## config.mk

```make
export PLATFORM = sky130hd
export DESIGN_NAME = fpu_cmd_issuer
export DESIGN_NICKNAME = d
export VERILOG_FILES = /design/src/rtl/fpu_pkg.sv /design/src/rtl/fpu_cmd_issuer.sv
export SDC_FILE = /design/constraint.sdc
export NUM_CORES = 1
export LEC_CHECK = 0
export CAP_MARGIN = 15
export CORE_ASPECT_RATIO = 1.5
export CORE_MARGIN = 2
export CORE_UTILIZATION = 30
export CTS_BUF_LIST = sky130_fd_sc_hd__clkbuf_4
export DETAILED_ROUTE_END_ITERATION = 10
export MAX_ROUTING_LAYER = met4
export PLACE_DENSITY = 0.7
export SLEW_MARGIN = 20
export SYNTH_ARGS = -nofsm -noshare
export SYNTH_HDL_FRONTEND = slang
export SYNTH_SLANG_ARGS = --single-unit
```

## constraint.sdc

```tcl
create_clock -name clk -period 8.96 [get_ports clk]
set_input_delay 1.792 -clock clk [delete_from_list [all_inputs] [get_ports clk]]
set_output_delay 1.792 -clock clk [all_outputs]
set_load 0.01 [all_outputs]
```

## src/rtl/fpu_pkg.sv

```systemverilog
// Shared definitions for the FPU command issuer: opcodes, FSM states and launch timing.
package fpu_pkg;

  localparam logic [3:0] OP_IDLE = 4'd0;
  localparam logic [3:0] OP_ADD  = 4'd1;
  localparam logic [3:0] OP_SUB  = 4'd2;
  localparam logic [3:0] OP_MUL  = 4'd3;
  localparam logic [3:0] OP_DIV  = 4'd4;
  localparam logic [3:0] OP_SIN  = 4'd5;
  localparam logic [3:0] OP_COS  = 4'd6;
  localparam logic [3:0] OP_LOG  = 4'd7;
  localparam logic [3:0] OP_EXP  = 4'd8;
  localparam logic [3:0] OP_SQR  = 4'd9;

  localparam int DEFAULT_MIN_WAIT = 2;

  typedef enum logic [1:0] {
    S_IDLE  = 2'd0,
    S_ISSUE = 2'd1,
    S_WAIT  = 2'd2,
    S_RESP  = 2'd3
  } state_t;

  function automatic logic is_legal_op(input logic [3:0] op);
    return (op >= OP_ADD) && (op <= OP_SQR);
  endfunction

endpackage

```

## src/rtl/fpu_cmd_issuer.sv

```systemverilog
// Host-side initiator: accepts one command, launches it on the FPU controller,
// waits for a trusted valid (or times out) and holds the result in a one-entry slot.
module fpu_cmd_issuer
  import fpu_pkg::*;
#(
  parameter int PRECISION_LEN = 64,
  parameter int TIMEOUT       = 64,
  parameter int MIN_WAIT      = DEFAULT_MIN_WAIT
) (
  input  logic                     clk,
  input  logic                     rst,
  input  logic                     cmd_valid,
  output logic                     cmd_ready,
  input  logic [3:0]               cmd_op,
  input  logic [PRECISION_LEN-1:0] cmd_a,
  input  logic [PRECISION_LEN-1:0] cmd_b,
  output logic                     rsp_valid,
  input  logic                     rsp_ready,
  output logic [PRECISION_LEN-1:0] rsp_data,
  output logic [3:0]               rsp_op,
  output logic                     rsp_err,
  output logic                     rsp_timeout,
  output logic [PRECISION_LEN-1:0] fpu_a,
  output logic [PRECISION_LEN-1:0] fpu_b,
  output logic [3:0]               fpu_operation,
  output logic                     fpu_enable,
  input  logic [PRECISION_LEN-1:0] fpu_result,
  input  logic                     fpu_valid,
  input  logic                     fpu_busy
);

  localparam int CNT_W = $clog2(TIMEOUT + 1);
  localparam logic [CNT_W-1:0] MIN_WAIT_C = CNT_W'(MIN_WAIT);
  localparam logic [CNT_W-1:0] TIMEOUT_C  = CNT_W'(TIMEOUT);

  state_t           r_state;
  logic [3:0]       r_op;
  logic [CNT_W-1:0] r_wait_cnt;
  logic             w_accept;

  assign cmd_ready = (r_state == S_IDLE) && !fpu_busy && !rsp_valid;
  assign w_accept  = cmd_valid && cmd_ready;

  // Issue FSM; r_wait_cnt counts cycles since the launch cycle, so it reads 0 during S_ISSUE.
  always_ff @(posedge clk or posedge rst) begin
    if (rst) begin
      r_state       <= S_IDLE;
      r_op          <= OP_IDLE;
      r_wait_cnt    <= '0;
      rsp_valid     <= 1'b0;
      rsp_data      <= '0;
      rsp_op        <= OP_IDLE;
      rsp_err       <= 1'b0;
      rsp_timeout   <= 1'b0;
      fpu_a         <= '0;
      fpu_b         <= '0;
      fpu_operation <= OP_IDLE;
      fpu_enable    <= 1'b0;
    end else begin
      case (r_state)
        S_IDLE: begin
          if (w_accept) begin
            r_op <= cmd_op;
            if (is_legal_op(cmd_op)) begin
              r_state       <= S_ISSUE;
              r_wait_cnt    <= '0;
              fpu_operation <= cmd_op;
              fpu_enable    <= 1'b1;
              fpu_a         <= cmd_a;
              fpu_b         <= cmd_b;
            end else begin
              r_state   <= S_RESP;
              rsp_valid <= 1'b1;
              rsp_data  <= '0;
              rsp_op    <= cmd_op;
              rsp_err   <= 1'b1;
            end
          end
        end
        S_ISSUE: begin
          fpu_enable <= 1'b0;
          r_wait_cnt <= r_wait_cnt + CNT_W'(1);
          r_state    <= S_WAIT;
        end
        S_WAIT: begin
          // Early valids are the controller's IDLE-path echo, not our result.
          if (fpu_valid && (r_wait_cnt >= MIN_WAIT_C)) begin
            r_state       <= S_RESP;
            rsp_valid     <= 1'b1;
            rsp_data      <= fpu_result;
            rsp_op        <= r_op;
            fpu_operation <= OP_IDLE;
          end else if (r_wait_cnt == TIMEOUT_C) begin
            r_state       <= S_RESP;
            rsp_valid     <= 1'b1;
            rsp_data      <= '0;
            rsp_op        <= r_op;
            rsp_timeout   <= 1'b1;
            fpu_operation <= OP_IDLE;
          end else begin
            r_wait_cnt <= r_wait_cnt + CNT_W'(1);
          end
        end
        S_RESP: begin
          if (rsp_ready) begin
            r_state     <= S_IDLE;
            rsp_valid   <= 1'b0;
            rsp_err     <= 1'b0;
            rsp_timeout <= 1'b0;
          end
        end
        default: begin
          r_state <= S_IDLE;
        end
      endcase
    end
  end

endmodule

```

Word level (Yosys, flattened, before mapping)
Index checks and enable logic that the tools add are counted.
- register bits: 217
- output and inout port bits: 205
- add/subtract/negate cells: 1
- order comparisons: 3
- equality and inequality tests: 12
- muxes and demuxes: 38
- reductions and logical operators: 24
- operators with widths (kind ; count):
    64-bit 2-to-1 mux ; 4
    64-bit one-hot mux with 2 select lines ; 1
    4-bit 2-to-1 mux ; 8
    7-bit 2-to-1 mux ; 4
    7-bit one-hot mux with 3 select lines ; 1
    4-bit one-hot mux with 2 select lines ; 2
    4-bit AND reduction ; 4
    2-bit != test, second input constant ; 6
    2-bit 2-to-1 mux ; 5
    5-bit AND reduction ; 2
    3-bit AND reduction ; 3
    1-bit 2-to-1 mux ; 8
    2-bit one-hot mux with 4 select lines ; 1
    2-bit nonzero test ; 4
    7-bit by 1-bit adder with 7-bit output, second input constant ; 1
    7-bit equality test, second input constant ; 1
    7-bit by 2-bit greater-or-equal comparator with 1-bit output, second input constant ; 1
    1-bit one-hot mux with 2 select lines ; 3
    3-bit nonzero test ; 2
    1-bit logical AND ; 5
    2-bit equality test, second input constant ; 2
    4-bit by 1-bit greater-or-equal comparator with 1-bit output, second input constant ; 1
    4-bit less-or-equal comparator, second input constant ; 1
    3-bit != test, second input constant ; 1
    other kinds (6) ; 7

Logic depth before layout (Yosys ltp)
- word-level depth: 6
- mapped depth: 9

Least setup slack after synthesis
OpenSTA, ideal clock, no wires.
- path type: input port to output port
- start: in fpu_busy
- end: out cmd_ready
- arrival time: 2.093 ns
- data required time: 7.168 ns
- path slack: 5.075 ns
- stages: 1
- cell sequence: nor3_1
- longest elaborated chain between the ends: 3
- ends and longest elaborated chain (element ; RTL line ; RTL):
    from (decl) ; fpu_cmd_issuer.sv:29 ; input logic fpu_busy
    1-bit zero test ; fpu_cmd_issuer.sv:41 ; assign cmd_ready = (r_state == S_IDLE) && !fpu_busy && !rsp_valid;
    1-bit logical AND (2 in series) ; fpu_cmd_issuer.sv:41 ;
    to (decl) ; fpu_cmd_issuer.sv:13 ; output logic cmd_ready,
Every way passes these cells.

Worst setup path after layout
Ends and elaborated chain as after synthesis.

==> impl_metrics.py <==
metrics = {
    "status": {
        "status": "finished clean",
    },
    "global_route": {
        "grt_start_max_net_pins": 87,
        "grt_pass1_wl_mm": 41.23,
        "antenna_found_initial": 1,
        "grt_pass1_vias": 7389,
        "grtUsageTotal_pct": 17.15,
        "grt_overflow": 0,
    },
    "power": {
        "p_leak_nw": 6.245,
        "irDropWorstVdd_uv": 221.3,
        "p_int_mw": 2.797,
        "p_per_area_nw_per_um2": 294.7,
        "power.switching_mw": 1.385,
        "power_frac_comb_pct": 43.5,
        "seqPwrFrac_pct": 35.8,
        "swShare_pct": 33.12,
        "power_mw": 4.181,
        "pwr-share-clk_pct": 20.7,
    },
    "timing": {
        "hold_viol_final": 0,
        "finalSetupViolCount": 0,
        "slew_viol_final": 0,
        "worst_slack_ns": 4.168,
        "worstMarginPinSlew_ns": 0.9326,
        "period_needed_ns": 4.792,
        "maxSlewHeadroom_pct": 37.83,
        "fin_tns_setup_ns": 0,
        "holdWs_ns": 0.4803,
        "clock-skew-final_ns": 0.02282,
        "fin_crit_sh_pct": 53.49,
        "max_freq_mhz": 208.7,
        "rsz0062_at_grt": "no",
    },
    "synthesis": {
        "syn_nets": 902,
        "syn_area_um2": 9049,
        "synth-adder-area-share_pct": 1.244,
        "synth-edff-count": 0,
        "synth_compound_area_share_pct": 2.890,
        "synth_xor_area_share_pct": 0,
        "async_flop_share_pct": 100.0,
        "yosysUniqueCellTypes": 45,
        "synth_top_family_by_area": "multiplexers",
        "synth.area.top_cells": "dfrtp_1 60%, mux2_2 17%, mux2i_1 8.1%",
        "synth_top_flop_cell": "dfrtp_1",
        "syn_area_per_cell_um2": 13.10,
        "ys_top_cells_by_count": "217 x dfrtp_1, 133 x mux2_2, 84 x nand2_1",
        "yosys.area.top_type_share_pct": 60.01,
        "ys_ff_latch": 217,
        "yosysSeqAreaShare_pct": 60.01,
        "yosys.area_share.simple_pct": 5.531,
        "postSynthCellCount": 691,
        "synth.most_common_cell": "dfrtp_1",
        "ys_warn_count": 0,
        "synth_top_area_cell": "dfrtp_1",
        "synthMuxAreaShare_pct": 24.63,
    },
    "drt": {
        "drt-total-wl_mm": 26.65,
        "viasPerCell": 4.456,
        "drt_drc_violations_left": 0,
        "final_antenna_net_count": 0,
        "vias": 6952,
        "drt-wirelength-per-cell_um": 17.09,
        "drt_iter0_markers": 169,
        "drt-pass1-iter-count": 4,
    },
    "setup_path": {
        "path_max_fanout": 3,
        "critPathArrivalTime_ns": 3.00,
        "critPathKind": "in -> out",
        "r2r_slack_ns": 5.85,
        "endpoint_kind": "output port",
        "startpoint": "fpu_busy",
        "cp_data_required_time_ns": 7.17,
        "r2r-start": "r_state[0]$_DFFE_PP0P_",
        "reg2regPathDepth": 7,
        "crit_path_start_kind": "input pin",
        "r2r-end": "rsp_data[4]$_DFFE_PP0P_",
    },
    "clocking": {
        "clk-insertion-delay-late_ns": 0.68,
        "tritoncts": "built",
        "htreeDepth": 2,
        "postCtsSetupRepairBufs": 0,
        "clock_path_buffers": 3,
        "cts.sinks": 217,
        "clkTransAtPathRegs_ns": 0.07,
        "holdBufCountCts": 0,
        "cts_root_buffer": "clkbuf_4",
        "numCtsBuffers": 54,
        "ctsResizeCount": 0,
    },
    "min_path": {
        "worstHoldEndpoint": "r_op[2]$_DFFE_PP0P_",
        "min-delay-start": "r_op[2]$_DFFE_PP0P_",
        "worst_hold_path_type": "reg -> reg",
        "hold_path_depth": 2,
    },
    "layout": {
        "nNetsFinal": 1336,
        "area_growth_pct": 56.79,
        "layout-drive-gt1-share_pct": 20.10,
    },
    "job": {
        "cap_violations": 0,
    },
    "die": {
        "core_um2": 29580,
        "start_util_pct": 30.59,
        "num_rows": 77,
        "die_h_um": 216.7,
        "ioPinCount": 407,
        "die_w_um": 145.8,
        "dieArea_um2": 31600,
    },
    "placement": {
        "dp_hpwl_mm": 19.62,
        "place_ws_ns": 4.093,
        "gp_congestion": 0.8445,
        "io_buffers": 406,
    },
}
[power by group through the flow]
stage	combinational, mW	sequential (mW)	clock, mW
after floorplan	0.810	1.64	0
after global placement	1.81	1.50	0
after detailed placement	1.83	1.52	0
after CTS	1.84	1.50	0.904
after global routing	1.94	1.54	0.952
final	1.82	1.50	0.864
[sequential cells by signal (all words and copies together) (netlist names)]
name           flops
fpu_enable         1
rsp_valid          1
fpu_b             64
r_wait_cnt         7
rsp_err            1
rsp_timeout        1
r_state            2
r_op               4
rsp_op             4
fpu_operation      4
fpu_a             64
rsp_data          64
[worst max-delay path: stages]
cell	delay, ns
clkdlybuf4s50_1	0.43
nor3_1	0.21
clkdlybuf4s50_1	0.57
[worst max path at each step]
stage | to | slack (ns) | depth (start not counted)
after floorplan | fpu_a[0]$_DFFE_PP0P_ | 1.23 | 1
after global placement | rsp_data[4]$_DFFE_PP0P_ | 4.16 | 6
after detailed placement | rsp_data[4]$_DFFE_PP0P_ | 4.09 | 6
after CTS | cmd_ready | 4.16 | 3
after global routing | cmd_ready | 4.11 | 3
final | cmd_ready | 4.17 | 3
[through the flow]
stage / util [%] / cells / instance area [µm²]
after floorplan: - / 691 / 9049
after global placement: 45.55 / 1464 / 13470
after detailed placement: 45.55 / 1464 / 13470
after CTS: 47.96 / 1559 / 14180
after global routing: 47.97 / 1560 / 14190
final: 47.97 / 1560 / 14190
[per-layer routing]
| metal | vias up | global-route usage (%) | wire [µm] |
|---|---|---|---|
| met5 | - | - | 0 |
| met4 | 0 | 9.412 | 1240 |
| met3 | 80 | 3.747 | 1473 |
| met2 | 284 | 30.25 | 14280 |
| met1 | 3375 | 17.71 | 9663 |
| li1 | 3213 | - | - |
[kinds of logic (layout without fill, tap and decap cells)]
logic type,Yosys count,after routing
AOI/OAI and AO/OA,33,33
adders and majority gates,9,9
buffers and inverters,112,585
DFF,217,217
muxes,206,206
other,0,1
and+or+nand+nor,114,114
[layout by cell type (no fill, tap or decap), types with 4 or more instances in the layout]
master,synthesis,routed
a21oi_1,5,5
inv_1,77,76
clkinv_1,0,11
dfrtp_1,217,217
nand3_1,6,5
buf_4,5,7
ha_1,9,9
nor2b_1,4,4
o21ai_0,5,5
clkdlybuf4s50_1,0,406
mux2i_1,73,73
nand2_1,84,84
mux2_2,133,133
nand4_1,4,4
clkbuf_4,0,80
[cell type report]
class	count	area (µm²)
Fill cell	2690	15390
Sequential cell	217	5430
Timing Repair Buffer	413	4116
Multi-Input combinational cell	362	3136
Clock buffer	80	600.6
Tap cell	395	494.2
Inverter	77	296.5
Clock inverter	15	111.4
Antenna cell	1	2.502
Power figures use the tool's default switching activity.
